**src/rtl/rv32i_lsu.sv**
```systemverilog
// ============================================================================
// Module      : rv32i_lsu
// Description : RV32I load/store unit. Runs one data-memory transaction at a
//               time over a req/gnt/rvalid bus, forms store lanes and extends
//               load data. Optional macro LSU_MISALIGN_TRAP_EN turns misaligned
//               accesses into error responses instead of silently aligning.
// Revision    : 1.0 - initial release
// ============================================================================
`default_nettype none

module rv32i_lsu #(
  parameter int TIMEOUT_CYCLES = 255
) (
  input  logic        clk,
  input  logic        rst,
  input  logic        req_valid,
  output logic        req_ready,
  input  logic        req_is_load,
  input  logic        req_is_store,
  input  logic [2:0]  req_ld_op,
  input  logic [1:0]  req_st_frmt,
  input  logic [31:0] req_addr,
  input  logic [31:0] req_wdata,
  input  logic [4:0]  req_rd,
  output logic        dmem_req,
  output logic        dmem_we,
  output logic [31:0] dmem_addr,
  output logic [3:0]  dmem_be,
  output logic [31:0] dmem_wdata,
  input  logic        dmem_gnt,
  input  logic        dmem_rvalid,
  input  logic [31:0] dmem_rdata,
  output logic        rsp_valid,
  output logic [31:0] rsp_rdata,
  output logic [4:0]  rsp_rd,
  output logic        rsp_err
);

  typedef enum logic [1:0] {
    S_IDLE = 2'd0,
    S_ADDR = 2'd1,
    S_WAIT = 2'd2,
    S_RESP = 2'd3
  } state_t;

  localparam logic [15:0] C_TO_LAST = 16'(TIMEOUT_CYCLES - 1);

  state_t      state_q;
  logic [15:0] cnt_q;
  logic [2:0]  ld_op_q;
  logic [1:0]  off_q;
  logic [4:0]  rd_q;
  logic        is_load_q;

  logic        w_kind_ok;
  logic        w_ld_ok;
  logic        w_st_ok;
  logic        w_is_half;
  logic        w_is_word;
  logic        w_misalign;
  logic        w_legal;
  logic [3:0]  w_be;
  logic [31:0] w_wdata;
  logic [31:0] w_shifted;
  logic [15:0] w_half;
  logic [31:0] w_ld_data;

  assign req_ready = (state_q == S_IDLE) && !rst;

  // Request legality and misalignment decode
  always_comb begin
    w_kind_ok  = req_is_load ^ req_is_store;
    w_ld_ok    = !((req_ld_op == 3'b011) || (req_ld_op[2:1] == 2'b11));
    w_st_ok    = (req_st_frmt != 2'b11);
    w_is_half  = req_is_load ? (req_ld_op[1:0] == 2'b01) : (req_st_frmt == 2'b01);
    w_is_word  = req_is_load ? (req_ld_op[1:0] == 2'b10) : (req_st_frmt == 2'b10);
    w_misalign = (w_is_half && req_addr[0]) || (w_is_word && (req_addr[1:0] != 2'b00));
`ifdef LSU_MISALIGN_TRAP_EN
    w_legal    = w_kind_ok && (req_is_load ? w_ld_ok : w_st_ok) && !w_misalign;
`else
    w_legal    = w_kind_ok && (req_is_load ? w_ld_ok : w_st_ok);
`endif
  end

  // Store lane formation; loads read the full word
  always_comb begin
    w_be    = 4'b1111;
    w_wdata = 32'h0;
    if (req_is_store) begin
      case (req_st_frmt)
        2'b00: begin
          w_be    = 4'b0001 << req_addr[1:0];
          w_wdata = {4{req_wdata[7:0]}};
        end
        2'b01: begin
          w_be    = req_addr[1] ? 4'b1100 : 4'b0011;
          w_wdata = {2{req_wdata[15:0]}};
        end
        default: begin
          w_be    = 4'b1111;
          w_wdata = req_wdata;
        end
      endcase
    end
  end

  // Load lane extraction from the live bus data, captured on rvalid
  always_comb begin
    w_shifted = dmem_rdata >> {off_q, 3'b000};
    w_half    = off_q[1] ? dmem_rdata[31:16] : dmem_rdata[15:0];
    case (ld_op_q)
      3'b000:  w_ld_data = {{24{w_shifted[7]}}, w_shifted[7:0]};
      3'b001:  w_ld_data = {{16{w_half[15]}}, w_half};
      3'b100:  w_ld_data = {24'h0, w_shifted[7:0]};
      3'b101:  w_ld_data = {16'h0, w_half};
      default: w_ld_data = dmem_rdata;
    endcase
  end

  always_ff @(posedge clk) begin
    if (rst) begin
      state_q    <= S_IDLE;
      cnt_q      <= 16'd0;
      ld_op_q    <= 3'd0;
      off_q      <= 2'd0;
      rd_q       <= 5'd0;
      is_load_q  <= 1'b0;
      dmem_req   <= 1'b0;
      dmem_we    <= 1'b0;
      dmem_addr  <= 32'h0;
      dmem_be    <= 4'h0;
      dmem_wdata <= 32'h0;
      rsp_valid  <= 1'b0;
      rsp_rdata  <= 32'h0;
      rsp_rd     <= 5'd0;
      rsp_err    <= 1'b0;
    end else begin
      case (state_q)
        S_IDLE: begin
          if (req_valid && req_ready) begin
            cnt_q     <= 16'd0;
            ld_op_q   <= req_ld_op;
            off_q     <= req_addr[1:0];
            rd_q      <= req_rd;
            is_load_q <= req_is_load;
            if (w_legal) begin
              state_q    <= S_ADDR;
              dmem_req   <= 1'b1;
              dmem_we    <= req_is_store;
              dmem_addr  <= {req_addr[31:2], 2'b00};
              dmem_be    <= w_be;
              dmem_wdata <= w_wdata;
            end else begin
              state_q   <= S_RESP;
              rsp_valid <= 1'b1;
              rsp_err   <= 1'b1;
              rsp_rdata <= 32'h0;
              rsp_rd    <= req_rd;
            end
          end
        end

        S_ADDR, S_WAIT: begin
          cnt_q <= cnt_q + 16'd1;
          // A real response in the final cycle wins over the timeout
          if ((dmem_rvalid && (state_q == S_WAIT)) || (dmem_gnt && dmem_rvalid)) begin
            state_q   <= S_RESP;
            dmem_req  <= 1'b0;
            rsp_valid <= 1'b1;
            rsp_err   <= 1'b0;
            rsp_rdata <= is_load_q ? w_ld_data : 32'h0;
            rsp_rd    <= rd_q;
          end else if (cnt_q == C_TO_LAST) begin
            state_q   <= S_RESP;
            dmem_req  <= 1'b0;
            rsp_valid <= 1'b1;
            rsp_err   <= 1'b1;
            rsp_rdata <= 32'h0;
            rsp_rd    <= rd_q;
          end else if (dmem_gnt && (state_q == S_ADDR)) begin
            state_q  <= S_WAIT;
            dmem_req <= 1'b0;
          end
        end

        default: begin
          state_q   <= S_IDLE;
          rsp_valid <= 1'b0;
        end
      endcase
    end
  end

endmodule

`default_nettype wire

```
**config.mk**
```make
export PLATFORM = sky130hd
export DESIGN_NAME = rv32i_lsu
export DESIGN_NICKNAME = d
export VERILOG_FILES = /design/src/rtl/rv32i_lsu.sv
export SDC_FILE = /design/constraint.sdc
export NUM_CORES = 1
export LEC_CHECK = 0
export BUFFER_PORTS_ARGS = -buffer_cell sky130_fd_sc_hd__buf_2
export CAP_MARGIN = 20
export CELL_PAD_IN_SITES_DETAIL_PLACEMENT = 1
export CELL_PAD_IN_SITES_GLOBAL_PLACEMENT = 1
export CORE_ASPECT_RATIO = 0.75
export CORE_MARGIN = 2
export CORE_UTILIZATION = 34
export DETAILED_ROUTE_END_ITERATION = 12
export HOLD_SLACK_MARGIN = 0.1
export PLACE_DENSITY_LB_ADDON = 0.1
export SLEW_MARGIN = 20
export SYNTH_ARGS = -nofsm -noshare
export SYNTH_HDL_FRONTEND = slang
export SYNTH_SLANG_ARGS = --single-unit
```
**constraint.sdc**
```tcl
create_clock -name clk -period 2.29 [get_ports clk]
set_input_delay 0.458 -clock clk [delete_from_list [all_inputs] [get_ports clk]]
set_output_delay 0.458 -clock clk [all_outputs]
set_load 0.05 [all_outputs]
```
==> results.md, run 1 <==
- Status: completed
- Maximum VDD drop: 0.481 mV
- I/O Pins: 223
- Die Wd: 167 um
- Max Fclk: 457 MHz
- Crit-path max FO: 7
- Most common cell after layout, fill and taps aside: buf_2
- DR pass1 iterations: 4
- Initial antenna violation count: 3
- XOR/XNOR Fraction of Synth Area: 1.30%
- Layout Skew: 0.0117 ns
- Sw Pwr: 2.73 mW
- Final WL: 21,300 um
- Fin area: 8670 sq um
- Vias post-DR: 6,265
- Core area: 19,400 sq um
- CP bufs+invs: 3
- First-pass GRT wire length: 34,200 um
- Fin nets: 1,126
- Switching Share: 34.1%
- Max transition margin: 53.4%
- Resize count post-CTS: 0
- RePlAce Congestion: 0.774
- Antenna Nets Post-Route: 0
- Post-synth EDFFs: 0
- Post-synth cell types: 57
- Yosys reg bits: 136
- 1st-iter DRT viols: 290
- Area Growth Syn to Fin: 28.8%
- Drc violations: 0
- CP Capture Type: primary output
- Internal power: 5.29 mW
- Std cell rows: 44
- Synth Flop Type: dfxtp_1
- Sequential share of the synthesized area: 40.4%
- CP startpoint kind: flop
- Worst-Skew Late Latency: 0.43 ns
- HPWL Detailed: 15,500 um
- Area of the multi-input gates: 3630 sq um
- Synth Area in Compound Gates: 17.4%
- Max Slew Vio Count: 0
- Crit path required time: 1.83 ns
- Clock Path Buffers: 2
- Crit-path max cell delay: 0.35 ns
- Max cap viols: 0
- CTS sink count: 136
- Mux contribution to synthesized area: 10.2%
- Remaining Overflow, GRT: 0
- Clock transition at path regs: 0.06 ns
- Worst path most repeated cell: inv_1
- Flip-flop and latch area: 2720 sq um
- LEAKAGE: 3.77 nW
- Area after DPL: 8030 sq um
- Main combinational cell family by area after synthesis: simple AND/OR/NAND/NOR gates
- CP Data Arrival Time: 1.73 ns
- Max H-tree Level: 4
- Synth Warn #: 0
- Die H: 126 um
- Ratio of cells with drive above 1 in the final layout: 31.7%
- Mapped Area: 6730 sq um
- Vias in the first global route: 6,288
- Root Buffer Master: clkbuf_16
- Flop pwr share: 33.4%
- P per Cell Area: 924 nW/um^2
- Clk pwr share: 37.3%
- Critical path class: reg -> out
- Worst setup margin: 0.0995 ns
- CP delay by family, top: buffers and inverters
- DR vias/cell: 4.92
- Gate Count Post-Synth: 805
- Ys async rst share: 0%
- CP max-delay cell: dfxtp_1
- Fillers: 2,395
- Num CTS Buffers: 17
- DIE AREA: 21,000 sq um
- Post-cts hold buffer count: 0
- Final setup fails: 0
- Crit-path cells: inv_1 > ha_2 > inv_1 > nor2_1 > clkbuf_4
- Hold WC Path Type: in -> reg
- GRT Util Overall: 20.3%
- RSZ-0062 raised after global routing: no
- Setup WS pre-CTS: 0.144 ns
- Worst slew pin tran: 0.700 ns
- Initial Utilization: 34.7%
- Period utilization: 95.7%
- Hold Vio Cnt, Final: 0
- Synth Area per Inst: 8.37 sq um
- Synth Area in Simple Gates: 23.5%
- Largest net degree at the start of global routing: 71
- WL/cell: 16.8 um
- Comb power frac: 29.4%
- Tot Pwr: 8.02 mW
- Commonest non-fill, non-tap cells in the layout: buf_2 (218), nand2_1 (168), dfxtp_1 (136)
- Setup Buffers After CTS: 0
- Buffers on Ports: 220
- Post-synthesis adder-cell area fraction: 1.30%
- Setup TNS: 0 ns
- CTS tree: built
- Tmin final: 2.19 ns
[sequential cells by signal, indices dropped and copies added (netlist names)]
signal	count
dmem_wdata	32
rsp_rdata	32
dmem_addr	30
cnt_q	16
rd_q	5
rsp_rd	5
dmem_be	4
ld_op_q	3
off_q	2
state_q	2
dmem_req	1
dmem_we	1
is_load_q	1
rsp_err	1
rsp_valid	1
[cell usage after synthesis, types with 5 or more instances]
cell type	instances	share of area, %
nor3_1	15	1.1
buf_2	23	1.7
a311oi_1	5	0.65
nand2b_1	44	4.1
dfxtp_1	136	40
nor2_1	30	1.7
xnor2_1	9	1.2
ha_1	7	1.3
mux2_2	25	4.2
a211o_1	8	1.0
nand3b_1	10	1.1
nand3_1	40	3.0
a211oi_2	5	0.93
buf_4	5	0.56
inv_1	10	0.56
o221ai_1	7	0.91
mux2i_1	39	5.8
o21ai_0	18	1.3
clkbuf_1	31	1.7
a31oi_1	8	0.74
a21o_1	18	2.0
a21oi_1	88	6.5
nand2_1	169	9.4
a41o_1	7	1.0
nor2b_1	8	0.74
[routing by layer]
metal,vias to the layer above,wire length [um],track usage [%]
met3,23,895,4.21
met4,0,352,6.54
met1,2928,10700,29.3
met5,-,0,0
met2,138,9380,30.3
li1,3176,-,-
[metrics by stage]
step                hold slack [ns]  std cells  util, %
finish                        0.252       1273     44.8
global route                  0.260       1272     44.7
CTS                           0.235       1270     44.7
detailed placement            0.444       1240     41.4
global placement              0.439       1240     41.4
floorplan                     0.449        806        -
[cell type report]
| cell class | instances | share of cell area, % |
|---|---|---|
| clock buffers | 18 | 4.95 |
| diodes | 3 | 0.0866 |
| clock inverters | 12 | 2.34 |
| repair buffers | 246 | 15.3 |
| inverters | 10 | 0.433 |
| multi-input cells | 595 | 41.9 |
| well taps | 253 | 3.65 |
| flip-flops and latches | 136 | 31.4 |
[path summary, 6_finish.rpt]
| path | from | slack (ns) | depth (start not counted) | endpoint |
|---|---|---|---|---|
| worst max-delay path | state_q[1] | 0.1 | 5 | req_ready |
| worst min-delay path | req_rd[0] | 0.25 | 3 | rd_q[0] |
| worst max register to register | state_q[1] | 0.29 | 8 | dmem_wdata[11] |
| worst min register to register | dmem_wdata[29] | 0.45 | 2 | dmem_wdata[29] |
[power by group through the flow]
stage	registers (mW)	logic (mW)	clock network (mW)
2_1_floorplan	3.04	1.43	0
3_3_place_gp	2.72	2.34	0
6_report	2.67	2.36	2.99
3_5_place_dp	2.73	2.35	0
5_1_grt	2.70	2.55	3.16
4_1_cts	2.68	2.36	3.07
[worst register-to-register path: stages (launching register included)]
cell and delay, ns:
dfxtp_1 0.35, inv_1 0.12, ha_2 0.26, inv_1 0.10, nor3_2 0.25, and2_2 0.24, buf_4 0.31, nand3_1 0.12
a21oi_1 0.19
[logic make-up after synthesis]
kind of cell,Yosys count
and+or+nand+nor,332
buffers and inverters,75
xor gates and xnor gates,10
other,1
muxes,65
adders and majority gates,7
DFF,136
AOI/OAI and AO/OA,179
Power figures use the tool's default switching activity.
==> inputs of run 2 (changes only) <==
--- a/config.mk
+++ b/config.mk
@@ -13,8 +13,8 @@
 export CORE_MARGIN = 2
 export CORE_UTILIZATION = 34
 export DETAILED_ROUTE_END_ITERATION = 12
-export HOLD_SLACK_MARGIN = 0.1
 export PLACE_DENSITY_LB_ADDON = 0.1
+export RECOVER_POWER = 25
 export SLEW_MARGIN = 20
 export SYNTH_ARGS = -nofsm -noshare
 export SYNTH_HDL_FRONTEND = slang
==> run 2 against run 1 <==
  * Global-route usage stayed put
  * Critical path depth stayed put
  * Final cell count stayed put
  * Sequential share of layout area is 0.28 points higher
  * Largest cell class unchanged
  * Highest routed layer unchanged
==> results.md, run 2 (synthesized netlist as in run 1, its figures left out) <==
- Status: completed
- Maximum VDD drop: 0.481 mV
- Core area: 19,400 sq um
- Min-delay src: req_rd[0]
- Area after DPL: 8030 sq um
- Max transition margin: 53.7%
- Worst path most repeated cell: inv_1
- Crit path required time: 1.83 ns
- Period utilization: 95.9%
- Critical Path Source: state_q[1]
- Drc violations: 0
- Largest net degree at the start of global routing: 71
- CP Capture Type: primary output
- Max H-tree Level: 4
- Vias post-DR: 6,290
- RSZ-0062 raised after global routing: no
- Hold Vio Cnt, Final: 0
- HPWL Detailed: 15,500 um
- Fin area: 8600 sq um
- First-pass GRT wire length: 34,200 um
- Clock Path Buffers: 2
- Final setup fails: 0
- Vias in the first global route: 6,288
- CTS sink count: 136
- Setup TNS: 0 ns
- Area Growth Syn to Fin: 27.6%
- GRT Util Overall: 20.3%
- CP Data Arrival Time: 1.74 ns
- DR vias/cell: 4.94
- Final WL: 21,400 um
- DR pass1 iterations: 4
- Max Slew Vio Count: 0
- WL/cell: 16.8 um
- Num CTS Buffers: 17
- Crit-path cells: inv_1 > ha_2 > inv_1 > nor2_1 > clkbuf_4
- Hold WC Path Type: in -> reg
- Commonest non-fill, non-tap cells in the layout: nand2_1 (168), buf_2 (157), dfxtp_1 (136)
- Crit-path max cell delay: 0.35 ns
- CP max-delay cell: dfxtp_1
- Most common cell after layout, fill and taps aside: nand2_1
- Antenna Nets Post-Route: 0
- LEAKAGE: 3.50 nW
- Die H: 126 um
- Root Buffer Master: clkbuf_16
- Std cell rows: 44
- Worst slew pin tran: 0.694 ns
- P per Cell Area: 932 nW/um^2
- Fin nets: 1,126
- Remaining Overflow, GRT: 0
- Max Fclk: 455 MHz
- CP startpoint kind: flop
- I/O Pins: 223
- Layout Skew: 0.0113 ns
- Initial antenna violation count: 3
- RePlAce Congestion: 0.774
- Initial Utilization: 34.7%
- Max cap viols: 0
- Buffers on Ports: 220
- Ratio of cells with drive above 1 in the final layout: 25.7%
- Top flop regs: dmem_wdata (32), rsp_rdata (32), dmem_addr (30)
- Crit-path max FO: 7
- CTS tree: built
- Die Wd: 167 um
- DIE AREA: 21,000 sq um
- 1st-iter DRT viols: 297
- Clock transition at path regs: 0.06 ns
- Critical path class: reg -> out
- Worst-Skew Late Latency: 0.43 ns
- Tmin final: 2.20 ns
- R2r startpoint: state_q[1]
-- run 2: changes by cell type in the layout (fill, tap and decap cells not counted), sizes merged --
cell	delta
clkbuf	+61
buf	-61
-- run 2: what timing repair did --
action / 4_1_cts / 5_1_grt
setup buffers: 0 / 0
setup endpoints to repair: 0 / 1
hold buffers: 0 / 0
gates resized for setup: 0 / 2
-- run 2: final timing paths --
| path | to | slack (ns) | cells past startpoint |
|---|---|---|---|
| min reg2reg | dmem_wdata[1] | 0.45 | 2 |
| max reg2reg | dmem_wdata[11] | 0.28 | 8 |
| max | req_ready | 0.09 | 5 |
| min | rd_q[0] | 0.25 | 3 |
-- run 2: cell type report --
class	count	area [sq um]
inverters	10	37.5
flip-flops and latches	136	2720
diodes	3	7.51
fillers	2420	10800
clock inverters	12	203
well taps	253	317
multi-input cells	595	3630
clock buffers	18	429
repair buffers	246	1250
-- run 2: layer usage --
layer | track usage (%) | vias to the layer above | routed length [um]
li1 | - | 3176 | -
met1 | 29.3 | 2936 | 10700
met2 | 30.3 | 154 | 9390
met3 | 4.21 | 24 | 952
met4 | 6.54 | 0 | 353
met5 | 0 | - | 0
-- run 2: stage by stage --
step	total power [mW]	hold WS, ns	setup WS, ns	util, %	std cells
after floorplan	4.47	0.449	0.366	-	806
after global placement	5.06	0.439	0.180	41.4	1240
after global routing	8.41	0.260	0.0271	44.3	1272
after detailed placement	5.07	0.444	0.144	41.4	1240
final	8.01	0.252	0.0940	44.4	1273
after CTS	8.10	0.235	0.0202	44.7	1270
-- run 2: critical path: cells and delay by family (launching register included) --
| kind | cells | cell delay, ns |
|---|---|---|
| simple gates | 1 | 0.21 |
| flops | 1 | 0.35 |
| buf+inv | 3 | 0.50 |
| fa+ha+maj | 1 | 0.26 |
-- run 2: power by group --
| part | switching (mW) | internal (mW) | total, mW |
|---|---|---|---|
| clock network | 1.07 | 1.92 | 2.99 |
| registers | 0.140 | 2.54 | 2.68 |
| logic | 1.53 | 0.820 | 2.35 |
